===== config.mk =====
export PLATFORM = sky130hd
export DESIGN_NAME = weight_rom_stream_ctrl
export DESIGN_NICKNAME = d
export VERILOG_FILES = /design/src/rtl/weight_stream_pkg.sv /design/src/rtl/weight_stream_fifo.sv /design/src/rtl/weight_rom_stream_ctrl.sv
export SDC_FILE = /design/constraint.sdc
export NUM_CORES = 1
export LEC_CHECK = 0
export ABC_AREA = 1
export CAP_MARGIN = 10
export CORE_UTILIZATION = 50
export DETAILED_ROUTE_END_ITERATION = 16
export GPL_ROUTABILITY_DRIVEN = 0
export PLACE_DENSITY = 0.69
export SLEW_MARGIN = 20
export SYNTH_ARGS = -nofsm -noshare
export SYNTH_HDL_FRONTEND = slang
export SYNTH_SLANG_ARGS = --single-unit

===== constraint.sdc =====
create_clock -name clk -period 27.9 [get_ports clk]
set_input_delay 5.58 -clock clk [delete_from_list [all_inputs] [get_ports clk]]
set_output_delay 5.58 -clock clk [all_outputs]
set_load 0.01 [all_outputs]

===== src/rtl/weight_stream_pkg.sv =====
// Shared types and defaults for the weight ROM stream controller.
//   state_t : sequencer states; the top maps them onto plain 2-bit constants
//   tag_t   : per-issue tag {valid, last} carried alongside the ROM pipeline
package weight_stream_pkg;

  localparam int unsigned ROM_LATENCY_DEFAULT = 2;

  typedef enum logic [1:0] {
    IDLE  = 2'd0,
    RUN   = 2'd1,
    DRAIN = 2'd2,
    DONE  = 2'd3
  } state_t;

  typedef struct packed {
    logic valid;
    logic last;
  } tag_t;

endpackage


===== src/rtl/weight_stream_fifo.sv =====
// Small synchronous skid FIFO that absorbs ROM words while the consumer stalls.
// Ports:
//   clk, rst    clock, asynchronous active-high reset (flushes contents)
//   i_wr        push i_wdata this cycle
//   i_wdata     word to push
//   i_rd        pop the head this cycle (caller guarantees not empty)
//   o_head      current head word
//   o_count     number of stored words
//   o_empty     no stored words
// Push and pop in the same cycle are both performed.
module weight_stream_fifo #(
  parameter int unsigned WIDTH = 129,
  parameter int unsigned DEPTH = 4,
  parameter int unsigned CNT_W = $clog2(DEPTH + 1)
) (
  input  logic             clk,
  input  logic             rst,
  input  logic             i_wr,
  input  logic [WIDTH-1:0] i_wdata,
  input  logic             i_rd,
  output logic [WIDTH-1:0] o_head,
  output logic [CNT_W-1:0] o_count,
  output logic             o_empty
);

  localparam int unsigned PTR_W = (DEPTH > 1) ? $clog2(DEPTH) : 1;

  logic [WIDTH-1:0] r_mem [DEPTH];
  logic [PTR_W-1:0] r_wptr;
  logic [PTR_W-1:0] r_rptr;
  logic [CNT_W-1:0] r_count;

  function automatic logic [PTR_W-1:0] ptr_inc(input logic [PTR_W-1:0] p);
    return (p == PTR_W'(DEPTH - 1)) ? '0 : p + PTR_W'(1);
  endfunction

  always_ff @(posedge clk or posedge rst) begin
    if (rst) begin
      for (int i = 0; i < DEPTH; i++) r_mem[i] <= '0;
      r_wptr  <= '0;
      r_rptr  <= '0;
      r_count <= '0;
    end else begin
      if (i_wr) begin
        r_mem[r_wptr] <= i_wdata;
        r_wptr        <= ptr_inc(r_wptr);
      end
      if (i_rd) r_rptr <= ptr_inc(r_rptr);
      case ({i_wr, i_rd})
        2'b10:   r_count <= r_count + CNT_W'(1);
        2'b01:   r_count <= r_count - CNT_W'(1);
        default: r_count <= r_count;
      endcase
    end
  end

  assign o_head  = r_mem[r_rptr];
  assign o_count = r_count;
  assign o_empty = (r_count == '0);

endmodule


===== src/rtl/weight_rom_stream_ctrl.sv =====
// Sequencer for one fixed-latency parameter ROM. Walks addresses 0..DEPTH-1 for a
// programmed number of passes and streams the words out over valid/ready without
// ever dropping a word under backpressure.
// Ports:
//   clk, rst          clock, asynchronous active-high reset (abandons any job)
//   i_start           begin a job (sampled only in IDLE)
//   i_num_passes      passes per job, captured on an accepted start
//   o_busy            job in progress
//   o_done            one-cycle pulse at end of job
//   o_rom_addr/o_rom_ce/i_rom_q   ROM port 0
//   o_data_out, o_data_out_last, o_data_out_valid, i_data_out_ready   output stream
//   o_stall_cycles    backpressure cycle count
// Build option: define WEIGHT_STREAM_STALL_CNT_EN to build the stall counter;
// otherwise o_stall_cycles is tied to zero.
module weight_rom_stream_ctrl
  import weight_stream_pkg::*;
#(
  parameter int unsigned DATA_WIDTH  = 128,
  parameter int unsigned DEPTH       = 576,
  parameter int unsigned ADDR_WIDTH  = $clog2(DEPTH) + 1,
  parameter int unsigned ROM_LATENCY = ROM_LATENCY_DEFAULT,
  parameter int unsigned PASS_WIDTH  = 8
) (
  input  logic                  clk,
  input  logic                  rst,
  input  logic                  i_start,
  input  logic [PASS_WIDTH-1:0] i_num_passes,
  output logic                  o_busy,
  output logic                  o_done,
  output logic [ADDR_WIDTH-1:0] o_rom_addr,
  output logic                  o_rom_ce,
  input  logic [DATA_WIDTH-1:0] i_rom_q,
  output logic [DATA_WIDTH-1:0] o_data_out,
  output logic                  o_data_out_last,
  output logic                  o_data_out_valid,
  input  logic                  i_data_out_ready,
  output logic [31:0]           o_stall_cycles
);

  localparam int unsigned FIFO_DEPTH = ROM_LATENCY + 2;
  localparam int unsigned CNT_W      = $clog2(FIFO_DEPTH + 1);
  localparam int unsigned SUM_W      = $clog2(2 * FIFO_DEPTH + 1);
  localparam logic [ADDR_WIDTH-1:0] LAST_ADDR = ADDR_WIDTH'(DEPTH - 1);

  localparam logic [1:0] ST_IDLE  = IDLE;
  localparam logic [1:0] ST_RUN   = RUN;
  localparam logic [1:0] ST_DRAIN = DRAIN;
  localparam logic [1:0] ST_DONE  = DONE;

  logic [1:0]            r_state;
  logic [1:0]            w_state_nxt;
  logic [ADDR_WIDTH-1:0] r_addr;
  logic [PASS_WIDTH-1:0] r_pass;
  logic [PASS_WIDTH-1:0] r_num_passes;
  logic                  r_ce;
  tag_t                  r_tags [ROM_LATENCY];

  logic                  w_accept;
  logic                  w_issue;
  logic                  w_issue_last;
  logic                  w_final_issue;
  logic                  w_wr;
  logic                  w_rd;
  logic                  w_drain_done;
  logic [SUM_W-1:0]      w_inflight;
  logic [CNT_W-1:0]      w_fifo_count;
  logic                  w_fifo_empty;
  logic [DATA_WIDTH:0]   w_fifo_head;

  always_comb begin
    w_inflight = '0;
    for (int i = 0; i < ROM_LATENCY; i++) begin
      w_inflight = w_inflight + SUM_W'(r_tags[i].valid);
    end
  end

  // Credit check ignores a same-cycle pop so ready never reaches rom_addr.
  assign w_accept      = (r_state == ST_IDLE) && i_start;
  assign w_issue       = (r_state == ST_RUN) &&
                         ((SUM_W'(w_fifo_count) + w_inflight) < SUM_W'(FIFO_DEPTH));
  assign w_issue_last  = (r_addr == LAST_ADDR);
  assign w_final_issue = w_issue && w_issue_last &&
                         (r_pass == r_num_passes - PASS_WIDTH'(1));
  assign w_wr          = r_tags[ROM_LATENCY-1].valid;
  assign w_rd          = !w_fifo_empty && i_data_out_ready;
  // Leave DRAIN as the final word transfers, so done lands the cycle after it.
  assign w_drain_done  = (w_inflight == '0) &&
                         (w_fifo_empty || ((w_fifo_count == CNT_W'(1)) && w_rd));

  always_comb begin
    w_state_nxt = r_state;
    case (r_state)
      ST_IDLE:  if (i_start) w_state_nxt = (i_num_passes != '0) ? ST_RUN : ST_DONE;
      ST_RUN:   if (w_final_issue) w_state_nxt = ST_DRAIN;
      ST_DRAIN: if (w_drain_done) w_state_nxt = ST_DONE;
      ST_DONE:  w_state_nxt = ST_IDLE;
      default:  w_state_nxt = ST_IDLE;
    endcase
  end

  always_ff @(posedge clk or posedge rst) begin
    if (rst) begin
      r_state      <= ST_IDLE;
      r_addr       <= '0;
      r_pass       <= '0;
      r_num_passes <= '0;
      r_ce         <= 1'b0;
      for (int i = 0; i < ROM_LATENCY; i++) r_tags[i] <= '0;
    end else begin
      r_state <= w_state_nxt;
      r_ce    <= 1'b1;
      if (w_accept) begin
        r_addr       <= '0;
        r_pass       <= '0;
        r_num_passes <= i_num_passes;
      end else if (w_issue) begin
        if (w_issue_last) begin
          r_addr <= '0;
          r_pass <= r_pass + PASS_WIDTH'(1);
        end else begin
          r_addr <= r_addr + ADDR_WIDTH'(1);
        end
      end
      // Tags travel with the ROM pipeline and pop out aligned with i_rom_q.
      r_tags[0].valid <= w_issue;
      r_tags[0].last  <= w_issue && w_issue_last;
      for (int i = 1; i < ROM_LATENCY; i++) r_tags[i] <= r_tags[i-1];
    end
  end

  weight_stream_fifo #(
    .WIDTH (DATA_WIDTH + 1),
    .DEPTH (FIFO_DEPTH),
    .CNT_W (CNT_W)
  ) u_fifo (
    .clk     (clk),
    .rst     (rst),
    .i_wr    (w_wr),
    .i_wdata ({r_tags[ROM_LATENCY-1].last, i_rom_q}),
    .i_rd    (w_rd),
    .o_head  (w_fifo_head),
    .o_count (w_fifo_count),
    .o_empty (w_fifo_empty)
  );

  // rom_addr shows the next address to issue; it only moves on an issue.
  assign o_rom_addr       = r_addr;
  assign o_rom_ce         = r_ce;
  assign o_busy           = (r_state == ST_RUN) || (r_state == ST_DRAIN);
  assign o_done           = (r_state == ST_DONE);
  assign o_data_out       = w_fifo_head[DATA_WIDTH-1:0];
  assign o_data_out_last  = !w_fifo_empty && w_fifo_head[DATA_WIDTH];
  assign o_data_out_valid = !w_fifo_empty;

`ifdef WEIGHT_STREAM_STALL_CNT_EN
  logic [31:0] r_stall_cycles;

  always_ff @(posedge clk or posedge rst) begin
    if (rst) begin
      r_stall_cycles <= '0;
    end else if (w_accept) begin
      r_stall_cycles <= '0;
    end else if (o_data_out_valid && !i_data_out_ready && (r_stall_cycles != '1)) begin
      r_stall_cycles <= r_stall_cycles + 32'd1;
    end
  end

  assign o_stall_cycles = r_stall_cycles;
`else
  assign o_stall_cycles = 32'd0;
`endif

endmodule


-- After elaboration in Yosys (flattened, before gate mapping)
Index checks and enable logic that the tools add are counted.
- flip-flop bits (word level): 557
- bits of input ports: 140
- output and inout port bits: 176
- word-level logic and storage cells: 85
- add/subtract/negate cells: 9
- $lt $le $gt $ge: 4
- eq/ne operators: 13
- mux-type cells: 20
- bitwise gates (word level): 2
- reduce and logical (&&, ||, !) cells: 21
- operators by type and width (cell ; count):
    516-bit bitwise mux ; 1
    129-bit 2-to-1 mux ; 3
    129-bit binary-select mux with 2-bit select ; 1
    129-bit demux with 2-bit select ; 1
    11-bit 2-to-1 mux ; 3
    8-bit 2-to-1 mux ; 3
    2-bit 2-to-1 mux ; 6
    11-bit by 1-bit adder with 11-bit output, second input constant ; 1
    11-bit by 10-bit == test with 1-bit output, second input constant ; 1
    2-bit == test, second input constant ; 5
    1-bit logical AND ; 9
    8-bit by 1-bit adder with 8-bit output, second input constant ; 1
    8-bit == test ; 1
    2-bit case mux with 4 select lines ; 1
    8-bit nonzero test ; 1
    8-bit by 1-bit subtractor with 8-bit output, second input constant ; 1
    3-bit greater-or-equal comparator, second input constant ; 2
    2-bit != test, second input constant ; 3
    2-bit inverter with 3-bit output ; 2
    3-bit case mux with 2 select lines ; 1
    2-bit nonzero test ; 3
    2-bit by 1-bit adder with 2-bit output, second input constant ; 2
    3-bit by 2-bit adder with 4-bit output ; 1
    2-bit by 1-bit == test with 1-bit output, second input constant ; 2
    13 further kinds ; 14

-- Depth between registers and ports, before layout
- depth in word-level cells: 8
- depth in mapped cells: 14
- depth with buffers taken out: 14

-- By module
From an unflattened synthesis, not the netlist that was laid out.
- cells, all modules: 3133
- area total of the unflattened synthesis: 27203.6 sq um
- by module, submodules not included (module ; times used ; cells an instance ; area an instance (sq um)):
    weight_stream_fifo ; 1 ; 2828 ; 24897.6
    weight_rom_stream_ctrl ; 1 ; 305 ; 2306.0

-- Least setup slack after synthesis
Ideal clock, no wire load.
- path kind: reg-to-output
- start point: reg u_fifo.r_rptr[0]
- end point: out o_data_out[127]
- arrival: 1.352 ns
- data required time: 22.320 ns
- path slack: 20.968 ns
- cell stages (with the launch flop): 7
- path buffers: 3
- cell sequence: dfrtp_1 > buf_2 > inv_2 > buf_2 > buf_1 > o21ai_0 > o22ai_1
- word-level cells in the longest chain between the ends: 4
- ends and longest elaborated chain (item ; RTL line ; text):
    start, declared ; weight_stream_fifo.sv:30 ; logic [PTR_W-1:0] r_rptr;
    start signal, assigned ; weight_stream_fifo.sv:48 ; if (i_rd) r_rptr <= ptr_inc(r_rptr);
    2-bit inverter with 3-bit output (not written as such) ; weight_stream_fifo.sv:57 ; assign o_head = r_mem[r_rptr];
    129-bit binary-select mux with 2-bit select ; weight_stream_fifo.sv:57 ;
    129-bit 2-to-1 mux (not written as such) (2 in series) ; weight_stream_fifo.sv:57 ;
    end, declared ; weight_rom_stream_ctrl.sv:33 ; output logic [DATA_WIDTH-1:0] o_data_out,
No other way between the ends. The select of a mux whose other input is x is not followed.

-- Worst setup path after layout
- start point: reg u_fifo.r_rptr[0]
- end point: out o_data_out[21]
The elaborated chain is that of the path after synthesis.

==> flow_metrics.env <==
export IMPL_status="complete, no violations"
export IMPL_setup_tns_ns=0
export IMPL_rows=80
export IMPL_layout_min_cycle_time_ns=9.91
export IMPL_dp_hpwl_um=37100
export IMPL_drc=0
export IMPL_placed_cells=3586
export IMPL_maxCapViolations=0
export IMPL_min_delay_start="r_tags[3]$_DFF_PP0_"
export IMPL_insertion_delay_ns=0.61
export IMPL_fp_dieArea_mm2=0.0499
export IMPL_dieWidth_um=223
export IMPL_cpLargestDelayFamily="buffers and inverters"
export IMPL_clock_path_buffers=3
export IMPL_ys_warn_count=0
export IMPL_grt_first_pass_wirelength_um=104000
export IMPL_yosysTopAreaCellShare_pct=56.8
export IMPL_vias=20400
export IMPL_crit_path_start_kind="flop"
export IMPL_ir_drop_v=0.0000758
export IMPL_wl_um=64300
export IMPL_io_pins=316
export IMPL_die_h_um=223
export IMPL_final_cells=3690
export IMPL_cp_data_required_time_ns=22.32
export IMPL_finalHoldViolCount=0
export IMPL_grt_max_degree=175
export IMPL_clock_sinks=557
export IMPL_fin_ws_ns=17.99
export IMPL_grt_pass1_vias=20100
export IMPL_setup_viol=0
export IMPL_synth_area_leaders="dfrtp_1 57%, o21ai_0 16%, nand2_1 9.0%"
export IMPL_fp_coreArea_mm2=0.0480
export IMPL_hold_buffers=0
export IMPL_synthFlopType="dfrtp_1"
export IMPL_netlist_top_cells_count="790 x o21ai_0, 585 x nand2_1, 557 x dfrtp_1"
export IMPL_synth_edff_count=0
export IMPL_cts_root_buffer="clkbuf_16"
export IMPL_post_cts_resized=0
export IMPL_r2r_start="u_fifo.r_wptr[1]$_DFFE_PP0P_"
export IMPL_synth_avg_cell_area_um2=8.54
export IMPL_grt_use_total_pct=25.8
export IMPL_crit_chain="inv_8 -> buf_4 -> o21ai_0 -> o22ai_1 -> clkdlybuf4s50_1"
export IMPL_relSlewSlack_pct=26.1
export IMPL_antenna_left=0
export IMPL_cp_data_arrival_time_ns=4.33
export IMPL_area_growth_syn_to_layout_pct=19.7
export IMPL_slowest_stage="buf_4"
export IMPL_crit_type="reg2out"
export IMPL_drv_slew=0
export IMPL_numPortBuffers=283
export IMPL_post_cts_setup_buffers=0
export IMPL_start_util_pct=51.0
export IMPL_fin_nets=3193
export IMPL_power_total_mw=3.82
export IMPL_cts_htree_levels=2
export IMPL_synth_cells=2873
export IMPL_synth_most_common_cell="o21ai_0"
export IMPL_seq_area_frac_synth_pct=56.8
export IMPL_async_reset_ff_share_pct=100
export IMPL_critical_path_peak_fanout=162
export IMPL_drtIter0Drc=1749
export IMPL_viasPerCell=5.54
export IMPL_hp_class="reg2reg"
export IMPL_worst_pin_slew_ns=1.11
export IMPL_cts_tree="yes"
export IMPL_post_route_period_util_pct=35.5
export IMPL_max_stage_delay_ns=0.93
export IMPL_worstSetupStartpoint="u_fifo.r_rptr[0]$_DFFE_PP0P_"
export IMPL_numCtsBuffers=59
export IMPL_drive_gt1_share_pct=4.46
export IMPL_firstDrtPassIters=6
export IMPL_crit_buf_inv=3
export IMPL_grt_ovfl_total=0
export IMPL_p_leak_nw=13.9
export IMPL_max_clock_freq_mhz=101
export IMPL_clk_pin_slew_worst_paths_ns=0.06
export IMPL_wl_per_cell_um=17.4
export IMPL_pre_cts_ws_ns=18.61
export IMPL_syn_area_mm2=0.0245
export IMPL_yosysTopAreaCell="dfrtp_1"
export IMPL_synth_cell_type_count=32
export IMPL_synth_seq_cells=557
export IMPL_crit_path_end_kind="output pin"
export IMPL_antenna_found_initial=6
export IMPL_power_density_mw_per_mm2=130
export IMPL_finClkSkew_ns=0.0250
export IMPL_rsz0062_at_grt="no"
==> worst paths after layout <==
check	endpoint	slack, ns	depth (start not counted)
max in group asynchronous	u_fifo.r_mem[173]$_DFFE_PP0P_	20.07	4
worst min register to register	w_wr$_DFF_PP0_	0.41	0
worst min-delay path	w_wr$_DFF_PP0_	0.41	0
worst max-delay path	o_data_out[21]	17.99	5
worst max register to register	u_fifo.r_mem[386]$_DFFE_PP0P_	24.41	6
min in group asynchronous	r_num_passes[0]$_DFFE_PP0P_	5.52	2
==> routing by layer <==
layer,global-route usage (%),routed length (um)
met2,41.9,30300
met1,34.9,28000
met3,4.83,4320
met4,8.51,1550
met5,0,61
==> cell usage in the layout, fill, tap and decap left out, drive strengths merged <==
master / synthesis / routed
inv: 187 / 186
nor3: 4 / 4
clkinv: 1 / 10
nand3: 25 / 25
bufinv: 0 / 3
nand4: 5 / 5
ha: 21 / 21
diode: 0 / 2
o21ai: 797 / 797
conb: 2 / 33
dfrtp: 557 / 557
o31ai: 3 / 3
nor4: 1 / 1
clkbuf: 157 / 88
nor2: 292 / 292
a211oi: 1 / 1
nand2: 589 / 589
xor2: 11 / 11
buf: 76 / 17
o22ai: 130 / 130
o21a: 1 / 1
xnor2: 4 / 4
a21oi: 9 / 9
clkinvlp: 0 / 3
clkdlybuf4s50: 0 / 283
==> per-stage QoR <==
step | util, % | hold slack, ns | area [um^2]
floorplan | - | 0.331 | 24600
global placement | 57.1 | 0.398 | 27400
detailed placement | 57.1 | 0.401 | 27400
CTS | 61.1 | 0.415 | 29300
global route | 61.1 | 0.423 | 29400
finish | 61.1 | 0.412 | 29400
==> cell type report <==
cell class	count	area (um^2)
Fill cell	4129	18700
Sequential cell	557	13900
Multi-Input combinational cell	1926	9010
Timing Repair Buffer	300	2990
Clock buffer	88	1770
Tap cell	615	769
Inverter	188	722
Clock inverter	14	153
Antenna cell	2	5.00
==> worst reg2reg max path: stages (launching register included) <==
cell     delay, ns
dfrtp_1       0.37
inv_1         0.08
ha_1          0.21
nand2_4       0.49
buf_4         0.90
buf_4         0.92
o21ai_0       0.32
==> sequential cells by signal, indices dropped and copies added, names as in the netlist <==
signal / flops
r_tags: 3
r_state: 2
u_fifo.r_mem: 516
r_num_passes: 8
w_wr: 1
o_rom_addr: 11
r_pass: 8
u_fifo.r_rptr: 2
u_fifo.r_wptr: 2
u_fifo.o_count: 3
o_rom_ce: 1
==> power breakdown <==
part | internal (mW) | switching [mW] | leakage (nW)
Clock | 0.461 | 0.314 | 0.942
Sequential | 1.21 | 0.246 | 6.72
Combinational | 0.687 | 0.900 | 6.23
==> cell families after synthesis <==
| kind of cell | synth area share (%) |
|---|---|
| flops | 56.8 |
| buf+inv | 7.02 |
| xor+xnor | 0.536 |
| fa+ha+maj | 1.07 |
| simple gates | 14.6 |
| compound gates | 19.9 |
| other cells | 0.0306 |
No activity file was read; power rests on OpenSTA's default activity.
